[config.mk]
export PLATFORM = sky130hd
export DESIGN_NAME = dsp_alu_arbiter
export DESIGN_NICKNAME = d
export VERILOG_FILES = /design/src/rtl/dsp_alu_arbiter_pkg.sv /design/src/rtl/dsp_alu_rsp_fifo.sv /design/src/rtl/dsp_alu_arbiter.sv
export SDC_FILE = /design/constraint.sdc
export NUM_CORES = 1
export LEC_CHECK = 0
export ABC_AREA = 1
export CAP_MARGIN = 20
export CELL_PAD_IN_SITES_DETAIL_PLACEMENT = 0
export CELL_PAD_IN_SITES_GLOBAL_PLACEMENT = 1
export CORE_AREA = 2 2 235 237
export DETAILED_ROUTE_END_ITERATION = 10
export DIE_AREA = 0 0 237 239
export GPL_ROUTABILITY_DRIVEN = 0
export MAX_ROUTING_LAYER = met4
export PLACE_DENSITY_LB_ADDON = 0.05
export SLEW_MARGIN = 10
export SYNTH_ARGS = -nofsm -noshare
export SYNTH_HDL_FRONTEND = slang
export SYNTH_HIERARCHICAL = 1
export SYNTH_SLANG_ARGS = --single-unit
[constraint.sdc]
create_clock -name clock -period 3.59 [get_ports clock]
set_input_delay 0.5385 -clock clock [delete_from_list [all_inputs] [get_ports clock]]
set_output_delay 0.5385 -clock clock [all_outputs]
set_load 0.01 [all_outputs]
[src/rtl/dsp_alu_arbiter_pkg.sv]
// Shared types and DSP48E2 control encodings for the DSP ALU arbiter.
// Maps each client op onto the ALUMODE/OPMODE pair that realises it on C and A:B.
package dsp_alu_arbiter_pkg;

  typedef enum logic [1:0] {
    OpAnd = 2'd0,
    OpOr  = 2'd1,
    OpXor = 2'd2,
    OpSub = 2'd3
  } op_e;

  typedef struct packed {
    logic [3:0] alumode;
    logic [8:0] opmode;
  } dsp_ctrl_t;

  localparam logic [3:0] AluAnd = 4'b1100;
  localparam logic [3:0] AluOr  = 4'b1100;
  localparam logic [3:0] AluXor = 4'b0100;
  localparam logic [3:0] AluSub = 4'b0011;

  // X = A:B, Z = C; OR differs from AND only in OPMODE[3:2]
  localparam logic [8:0] OpmAnd = 9'b000110011;
  localparam logic [8:0] OpmOr  = 9'b000111011;
  localparam logic [8:0] OpmXor = 9'b000110011;
  localparam logic [8:0] OpmSub = 9'b000110011;

  function automatic dsp_ctrl_t op_ctrl(op_e op);
    dsp_ctrl_t ctrl;
    unique case (op)
      OpAnd: ctrl = '{alumode: AluAnd, opmode: OpmAnd};
      OpOr:  ctrl = '{alumode: AluOr,  opmode: OpmOr};
      OpXor: ctrl = '{alumode: AluXor, opmode: OpmXor};
      OpSub: ctrl = '{alumode: AluSub, opmode: OpmSub};
    endcase
    return ctrl;
  endfunction

endpackage

[src/rtl/dsp_alu_rsp_fifo.sv]
// Response buffer for the DSP ALU arbiter: DEPTH-entry FIFO, non-power-of-two safe.
// Push and pop in the same cycle are accepted even when full.
module dsp_alu_rsp_fifo #(
  parameter int unsigned DEPTH = 3,
  parameter int unsigned WIDTH = 50,
  localparam int unsigned CntW = $clog2(DEPTH + 1)
) (
  input  logic             clock,
  input  logic             reset,
  input  logic             push,
  input  logic [WIDTH-1:0] push_data,
  input  logic             pop,
  output logic [WIDTH-1:0] head,
  output logic             full,
  output logic             empty,
  output logic [CntW-1:0]  count
);

  localparam int unsigned PtrW = (DEPTH > 1) ? $clog2(DEPTH) : 1;

  logic [WIDTH-1:0] mem_q [DEPTH];
  logic [PtrW-1:0]  wr_ptr_q, rd_ptr_q;
  logic [CntW-1:0]  count_q, count_d;
  logic             push_en, pop_en;

  function automatic logic [PtrW-1:0] ptr_inc(logic [PtrW-1:0] p);
    return (p == PtrW'(DEPTH - 1)) ? '0 : p + 1'b1;
  endfunction

  assign empty   = (count_q == '0);
  assign full    = (count_q == CntW'(DEPTH));
  assign pop_en  = pop & ~empty;
  assign push_en = push & (~full | pop_en);
  assign count   = count_q;
  assign head    = mem_q[rd_ptr_q];

  always_comb begin
    count_d = count_q;
    case ({push_en, pop_en})
      2'b10:   count_d = count_q + 1'b1;
      2'b01:   count_d = count_q - 1'b1;
      default: count_d = count_q;
    endcase
  end

  always_ff @(posedge clock or negedge reset) begin
    if (!reset) begin
      wr_ptr_q <= '0;
      rd_ptr_q <= '0;
      count_q  <= '0;
    end else begin
      if (push_en) wr_ptr_q <= ptr_inc(wr_ptr_q);
      if (pop_en)  rd_ptr_q <= ptr_inc(rd_ptr_q);
      count_q <= count_d;
    end
  end

  always_ff @(posedge clock) begin
    if (push_en) mem_q[wr_ptr_q] <= push_data;
  end

endmodule

[src/rtl/dsp_alu_arbiter.sv]
// Round-robin arbiter sharing one DSP48E2 ALU among NREQ requesters, credit-limited.
// Define DSP_ALU_ARBITER_STATS_EN to add the stat_issue/stat_stall counters.
module dsp_alu_arbiter
  import dsp_alu_arbiter_pkg::*;
#(
  parameter int unsigned NREQ  = 4,
  parameter int unsigned WIDTH = 48,
  parameter int unsigned LAT   = 1,
  localparam int unsigned IDW  = $clog2(NREQ)
) (
  input  logic                  clock,
  input  logic                  reset,
  input  logic [NREQ-1:0]       req_valid,
  output logic [NREQ-1:0]       req_ready,
  input  logic [2*NREQ-1:0]     req_op,
  input  logic [WIDTH*NREQ-1:0] req_a,
  input  logic [WIDTH*NREQ-1:0] req_b,
  output logic                  rsp_valid,
  input  logic                  rsp_ready,
  output logic [WIDTH-1:0]      rsp_data,
  output logic [IDW-1:0]        rsp_id,
  output logic [47:0]           dsp_c,
  output logic [47:0]           dsp_ab,
  output logic [3:0]            dsp_alumode,
  output logic [8:0]            dsp_opmode,
  input  logic [WIDTH-1:0]      dsp_y
`ifdef DSP_ALU_ARBITER_STATS_EN
  ,
  output logic [31:0]           stat_issue,
  output logic [31:0]           stat_stall
`endif
);

  localparam int unsigned DEPTH  = LAT + 2;
  localparam int unsigned Stages = (LAT > 0) ? LAT : 1;
  localparam int unsigned CntW   = $clog2(DEPTH + 1);
  localparam int unsigned OccW   = CntW + 1;
  localparam int unsigned EntW   = WIDTH + IDW;

  logic [IDW-1:0]             ptr_q, ptr_d, winner;
  logic [IDW:0]               cand;
  logic                       found, credit_ok, grant, issue, pop;
  logic [Stages-1:0]          tag_valid_q;
  logic [Stages-1:0][IDW-1:0] tag_id_q;
  logic                       exit_valid;
  logic [IDW-1:0]             exit_id;
  logic [CntW-1:0]            fifo_count;
  logic                       fifo_full, fifo_empty;
  logic [EntW-1:0]            fifo_head;
  logic [OccW-1:0]            occ;
  op_e                        sel_op;
  logic [WIDTH-1:0]           sel_a, sel_b;
  dsp_ctrl_t                  ctrl;

  always_comb begin
    found  = 1'b0;
    winner = '0;
    cand   = '0;
    for (int unsigned k = 0; k < NREQ; k++) begin
      cand = (IDW + 1)'(ptr_q) + (IDW + 1)'(k);
      if (cand >= (IDW + 1)'(NREQ)) cand = cand - (IDW + 1)'(NREQ);
      if (!found && req_valid[cand[IDW-1:0]]) begin
        found  = 1'b1;
        winner = cand[IDW-1:0];
      end
    end
  end

  always_comb begin
    sel_op = OpAnd;
    sel_a  = '0;
    sel_b  = '0;
    for (int unsigned i = 0; i < NREQ; i++) begin
      if (winner == IDW'(i)) begin
        sel_op = op_e'(req_op[2*i +: 2]);
        sel_a  = req_a[WIDTH*i +: WIDTH];
        sel_b  = req_b[WIDTH*i +: WIDTH];
      end
    end
  end

  // Credit counts results still in the DSP pipe plus those already buffered
  always_comb begin
    occ = OccW'(fifo_count);
    for (int unsigned s = 0; s < Stages; s++) occ = occ + OccW'(tag_valid_q[s]);
  end

  assign pop       = rsp_valid & rsp_ready;
  assign credit_ok = (occ < OccW'(DEPTH)) | ((occ == OccW'(DEPTH)) & pop);
  assign grant     = found & credit_ok;
  // Flops are held by reset anyway; only the visible outputs need the gate
  assign issue     = grant & reset;
  assign ptr_d     = !grant ? ptr_q : (winner == IDW'(NREQ - 1)) ? '0 : winner + 1'b1;

  always_comb begin
    req_ready   = '0;
    dsp_c       = '0;
    dsp_ab      = '0;
    dsp_alumode = '0;
    dsp_opmode  = '0;
    ctrl        = op_ctrl(sel_op);
    if (issue) begin
      req_ready[winner] = 1'b1;
      dsp_c             = 48'(sel_a);
      dsp_ab            = 48'(sel_b);
      dsp_alumode       = ctrl.alumode;
      dsp_opmode        = ctrl.opmode;
    end
  end

  always_ff @(posedge clock or negedge reset) begin
    if (!reset) begin
      ptr_q       <= '0;
      tag_valid_q <= '0;
      tag_id_q    <= '0;
    end else begin
      ptr_q <= ptr_d;
      if (LAT > 0) begin
        tag_valid_q[0] <= grant;
        tag_id_q[0]    <= winner;
        for (int unsigned s = 1; s < Stages; s++) begin
          tag_valid_q[s] <= tag_valid_q[s-1];
          tag_id_q[s]    <= tag_id_q[s-1];
        end
      end
    end
  end

  assign exit_valid = (LAT == 0) ? grant  : tag_valid_q[Stages-1];
  assign exit_id    = (LAT == 0) ? winner : tag_id_q[Stages-1];

  dsp_alu_rsp_fifo #(
    .DEPTH(DEPTH),
    .WIDTH(EntW)
  ) u_rsp_fifo (
    .clock    (clock),
    .reset    (reset),
    .push     (exit_valid),
    .push_data({exit_id, dsp_y}),
    .pop      (pop),
    .head     (fifo_head),
    .full     (fifo_full),
    .empty    (fifo_empty),
    .count    (fifo_count)
  );

  assign rsp_valid = ~fifo_empty;
  assign rsp_data  = fifo_empty ? '0 : fifo_head[WIDTH-1:0];
  assign rsp_id    = fifo_empty ? '0 : fifo_head[EntW-1 -: IDW];

  no_overflow_a: assert property (@(posedge clock) disable iff (!reset)
    !(fifo_full && exit_valid && !pop));

`ifdef DSP_ALU_ARBITER_STATS_EN
  logic [31:0] stat_issue_q, stat_stall_q;

  always_ff @(posedge clock or negedge reset) begin
    if (!reset) begin
      stat_issue_q <= '0;
      stat_stall_q <= '0;
    end else begin
      if (grant) stat_issue_q <= stat_issue_q + 32'd1;
      if (|req_valid && !grant) stat_stall_q <= stat_stall_q + 32'd1;
    end
  end

  assign stat_issue = stat_issue_q;
  assign stat_stall = stat_stall_q;
`endif

endmodule

[Yosys cells after proc, flatten, opt, wreduce, memory -nomap -nowiden]
Memories as Yosys holds them, arrays and structs flattened.
Cells that the tools add are included.
Cells by class
  bitwise logic cells: 10
  magnitude comparators: 11
  equality and inequality tests: 12
  reduce and logical (&&, ||, !) cells: 11
  $add $sub $neg: 13
  mux-type cells: 48
Operators by type and width (count)
  48-bit 2-to-1 mux: 11
  13-bit case mux with 4 select lines: 1
  2-bit 2-to-1 mux: 16
  2-bit equality test (second input constant): 8
  2-bit by 3-bit less-than comparator with 1-bit output (second input constant): 5
  1-bit 2-to-1 mux: 11
  2-bit by 1-bit subtractor with 2-bit output (second input constant): 5
  3-bit >= comparator (second input constant): 3
  9-bit 2-to-1 mux: 1
  2-bit by 1-bit adder with 2-bit output (second input constant): 4
  1-bit binary-select mux with 2-bit select: 4
  4-bit 2-to-1 mux: 2
  2-bit by 2-bit adder with 3-bit output (second input constant): 2
  1-bit AND: 6
  2-bit by 1-bit equality test with 1-bit output (second input constant): 3
  2-bit zero test: 3
  1-bit logical AND: 4
  2-bit case mux with 2 select lines: 1
  2-bit by 1-bit adder with 3-bit output: 1
  2-bit by 1-bit adder with 3-bit output (second input constant): 1
  3-bit by 2-bit equality test with 1-bit output (second input constant): 1
  2-bit by 3-bit >= comparator with 1-bit output (second input constant): 1
  1-bit zero test: 3
  3-bit by 2-bit less-than comparator with 1-bit output (second input constant): 1
  5 further kinds: 7
Storage, ports and cells
  flip-flop bits (word level): 11
  logic and storage cells: 112
  memories: 1
  memory bits (writable): 150
  output and inout bits: 164
  input bits: 447
Memories
  u_rsp_fifo.mem_q: depth 3, bits a word 50, read ports 1, clocked after memory_dff 0, write ports 1, line dsp_alu_rsp_fifo.sv:21  | logic [WIDTH-1:0] mem_q [DEPTH];

[Longest topological paths before layout]
  depth in word-level cells: 22
  depth in mapped cells: 21
  gate-level depth less buffers: 20

[Cells and area by module]
Netlist, hierarchy kept.
Modules (own cells, without submodules)
  dsp_alu_rsp_fifo: sequential area each 4654.5 um2, times used 1, cells an instance 415, area an instance 5745.5 um2
  dsp_alu_arbiter: sequential area each 125.1 um2, times used 1, cells an instance 991, area an instance 4580.6 um2

[Worst setup path after synthesis]
No wires, ideal clock.
  path kind: reg2reg
  from: register u_rsp_fifo.count_q[0] (netlist: u_rsp_fifo/count[0])
  to: memory u_rsp_fifo.mem_q[2][0], enable pin
  slack: -0.078 ns
  library setup time: 0.458 ns
  stages on the path, launching flop included: 11
  path buffers: 2
  required time: 3.132 ns
  period minus slack after synthesis: 3.668 ns
  arrival: 3.210 ns
  cell sequence: dfrtp_1 > clkbuf_2 > nor2_1 > clkbuf_1 > inv_2 > nand2_1 > inv_1 > inv_1 > nand3_1 > nand2_1 > nor2_1
On the way
  longest elaborated chain between the ends: 8
  elaborated cells between the ends (all ways): 10
  those cells by class: 1 x eq/ne; 2 x mux; 6 x bitwise; 1 x reduce/logical
RTL lines
  start, declared: line dsp_alu_rsp_fifo.sv:23  | logic [CntW-1:0] count_q, count_d;
  start signal, assigned: line dsp_alu_rsp_fifo.sv:54  | count_q <= count_d;
  2-bit zero test: line dsp_alu_rsp_fifo.sv:30  | assign empty = (count_q == '0);
  named net fifo_empty: line dsp_alu_arbiter.sv:48  | logic fifo_full, fifo_empty;
  1-bit NOT: line dsp_alu_arbiter.sv:147  | assign rsp_valid = ~fifo_empty;
  named net rsp_valid: line dsp_alu_arbiter.sv:18  | output logic rsp_valid,
  1-bit AND: line dsp_alu_arbiter.sv:88  | assign pop = rsp_valid & rsp_ready;
  named net pop: line dsp_alu_arbiter.sv:42  | logic found, credit_ok, grant, issue, pop;
  1-bit AND: line dsp_alu_rsp_fifo.sv:32  | assign pop_en = pop & ~empty;
  1-bit bitwise OR: line dsp_alu_rsp_fifo.sv:33  | assign push_en = push & (~full | pop_en);
  1-bit AND: line dsp_alu_rsp_fifo.sv:33
  1-bit 2-to-1 mux: line dsp_alu_rsp_fifo.sv:59  | if (push_en) mem_q[wr_ptr_q] <= push_data;
  1-bit 2-to-1 mux (implied by the code): line dsp_alu_rsp_fifo.sv:59
  end, declared: line dsp_alu_rsp_fifo.sv:21
The timed path passes the listed nets, and every way through them passes these cells.

[Worst setup path in the final report]
  from: input port req_valid[3]
  to: output port dsp_ab[22]
On the way
  longest elaborated chain between the ends: 18
  elaborated cells between the ends (all ways): 33
  those cells by class: 3 x eq/ne; 21 x mux; 2 x bitwise; 7 x reduce/logical
RTL lines
  start, declared: line dsp_alu_arbiter.sv:13  | input logic [NREQ-1:0] req_valid,
  1-bit binary-select mux with 2-bit select: line dsp_alu_arbiter.sv:62  | if (!found && req_valid[cand[IDW-1:0]]) begin
  1-bit 2-to-1 mux (implied by the code): line dsp_alu_arbiter.sv:62
  1-bit 2-to-1 mux: line dsp_alu_arbiter.sv:62
  1-bit zero test: line dsp_alu_arbiter.sv:62
  1-bit logical AND: line dsp_alu_arbiter.sv:62
  1-bit 2-to-1 mux: line dsp_alu_arbiter.sv:62
  1-bit zero test: line dsp_alu_arbiter.sv:62
  1-bit logical AND: line dsp_alu_arbiter.sv:62
  1-bit 2-to-1 mux: line dsp_alu_arbiter.sv:62
  1-bit zero test: line dsp_alu_arbiter.sv:62
  1-bit logical AND: line dsp_alu_arbiter.sv:62
  2-bit 2-to-1 mux: line dsp_alu_arbiter.sv:62
  2-bit zero test: line dsp_alu_arbiter.sv:74  | if (winner == IDW'(i)) begin
  48-bit 2-to-1 mux (4 in a row): line dsp_alu_arbiter.sv:74
  48-bit 2-to-1 mux (*): line dsp_alu_arbiter.sv:102  | if (issue) begin
  end, declared: line dsp_alu_arbiter.sv:23  | output logic [47:0] dsp_ab,
Every way passes the cells marked *; elsewhere a longest branch is shown, timed or not. The select of a mux whose other input is x is not followed.

==> flow_summary.toml <==
[floorplanning]
fp.dieW_um = 237
io_pins = 611
rows = 86
dieArea_um2 = 56600
core_um2 = 54300
die_h_um = 239
initial_core_util_pct = 19.0

[final_layout]
fillerInstances = 5704
final_net_count = 2532
area_delta_synth_final_pct = 104
seq_area_um2 = 4780
fin_util_pct = 38.6
layout-drive-gt1-share_pct = 29.0
final_cell_mix = "clkdlybuf4s50_1 (500), nand2_1 (438), edfxtp_1 (150)"
multi_input_area_um2 = 6130
postLayoutCellArea_um2 = 21000
layout.cells.most_common = "clkdlybuf4s50_1"

[timing]
tightest_slew_ns = 0.636
period_minus_slack_ns = 3.61
rsz0062_at_grt = "yes"
finClkSkew_ns = 0.00583
hold_violations = 0
slew_headroom_pct = 57.6
slew_violations = 0
finalWorstSetupSlack_ns = -0.0238
max_freq_ghz = 0.277
min_period_over_period_pct = 101
final-setup-viol-count = 4

[placed_design]
io_buffers = 606
dp_hpwl_mm = 45.3
placed_area_um2 = 17800

[global_routing]
grt_pass1_vias = 12266
overflow = 0
grt_max_degree = 53
grt_pass1_wl_mm = 83.8
grt_usage_pct = 21.0
antenna_found_initial = 31

[worst_setup_path]
cp_data_arrival_time_ns = 3.08
startpoint_type = "input pin"
cpMostUsedCell = "buf_6"
path_cells = "clkdlybuf4s50_1 > inv_1 > nand2_2 > nand3_2 > nand2_2 > nor2_4 > nand4_1 > nand2_4 > ha_4 > buf_6 > buf_6 > buf_8 > buf_6 > nand2_4 > a21oi_2 > o22ai_1 > nor2_1 > buf_2"
critPathBufInv = 7
worstPathMaxFanout = 8
path_delay_family = "buffers and inverters"
cp-end-kind = "output pin"
crit_slowest_cell = "clkdlybuf4s50_1"
cp_data_required_time_ns = 3.05
crit_path_max_incr_delay_ns = 0.41
criticalPathCategory = "input pin to output pin"

[synth]
synthesis.area_um2 = 10300
syn_inst = 1404
syn_avg_cell_area_um2 = 7.35
ys_warn_count = 6

[routing]
wl_mm = 62.4
drcViolationCount = 0
drt_pass1_iterations = 5
wl_per_cell_um = 22.1
postRouteAntennaNets = 0
vias = 12409
via_per_inst = 4.39
drt_iter0_drc = 441

[run_status]
violations = "setup timing"
outcome = "finished with violations"

[clocking]
cts_hold_repair.buffers = 0
cts_tree = "done"
clk_pin_slew_worst_paths_ns = 0.06
cts.sinks = 161
insertion_delay_ns = 0.42
htreeDepth = 4
tritoncts.num_buffers = 17
clock_path_buffers = 2
cts_root_buf = "clkbuf_16"

[job]
max-cap-violations = 0

[hold_path]
hp-class = "register to register"
-- stage by stage --
step,instances,hold slack [ns],setup WS (ns),setup TNS [ns]
after floorplan,1407,0.243,0.404,0
after global placement,2698,0.443,-0.768,-59.24
after detailed placement,2698,0.458,-0.761,-55.61
after CTS,2766,0.473,-0.0953,-0.984
after global routing,2825,0.491,-0.195,-11.44
final,2826,0.469,-0.0238,-0.0532
-- per-layer routing --
layer | routed length, µm | share of wire (%) | track usage (%)
met1 | 23600 | 38 | 22.1
met2 | 33700 | 54 | 37.7
met3 | 3930 | 6.3 | 5.66
met4 | 1180 | 1.9 | 7.73
met5 | 0 | 0 | -
-- area by class of cell --
cell class	count	share of cell area [%]
multi-input combinational	1046	29.2
timing repair inverter	1	0.0775
sequential	161	22.8
antenna	31	0.369
clock buffer	17	2.03
timing repair buffer	770	38.6
tap	704	4.19
inverter	81	1.59
clock inverter	15	1.14
-- final timing paths --
path	start	end	slack [ns]	depth (start not counted)
worst max register to register	u_rsp_fifo/count[1]$_DFFE_PN0P_	u_rsp_fifo/mem_q[2][30]$_DFFE_PP_	1.53	9
worst min-delay path	exit_id[0]$_DFF_PN0_	u_rsp_fifo/mem_q[1][48]$_DFFE_PP_	0.47	0
worst max-delay path	req_valid[3]	dsp_ab[22]	-0.02	18
max in group asynchronous	reset	u_rsp_fifo/rd_ptr_q[1]$_DFFE_PN0P_	2.89	2
worst min register to register	exit_id[0]$_DFF_PN0_	u_rsp_fifo/mem_q[1][48]$_DFFE_PP_	0.47	0
min in group asynchronous	reset	exit_valid$_DFF_PN0_	0.53	2
-- state kept, by name (all words and copies together), names as in the netlist --
name and count:
exit_id 2, exit_valid 1, ptr_q 2, u_rsp_fifo/count 2, u_rsp_fifo/mem_q 150, u_rsp_fifo/rd_ptr_q 2, u_rsp_fifo/wr_ptr_q 2
-- timing repair --
item,4_1_cts,5_1_grt
pin swaps,33,165
endpoints found under the setup margin,106,109
setup buffers,27,18
resized for setup,525,332
cloned,12,15
Power is left out: the tool's default activity adds up to more than one toggle a clock period on the data nets, which glitch-free logic cannot reach.
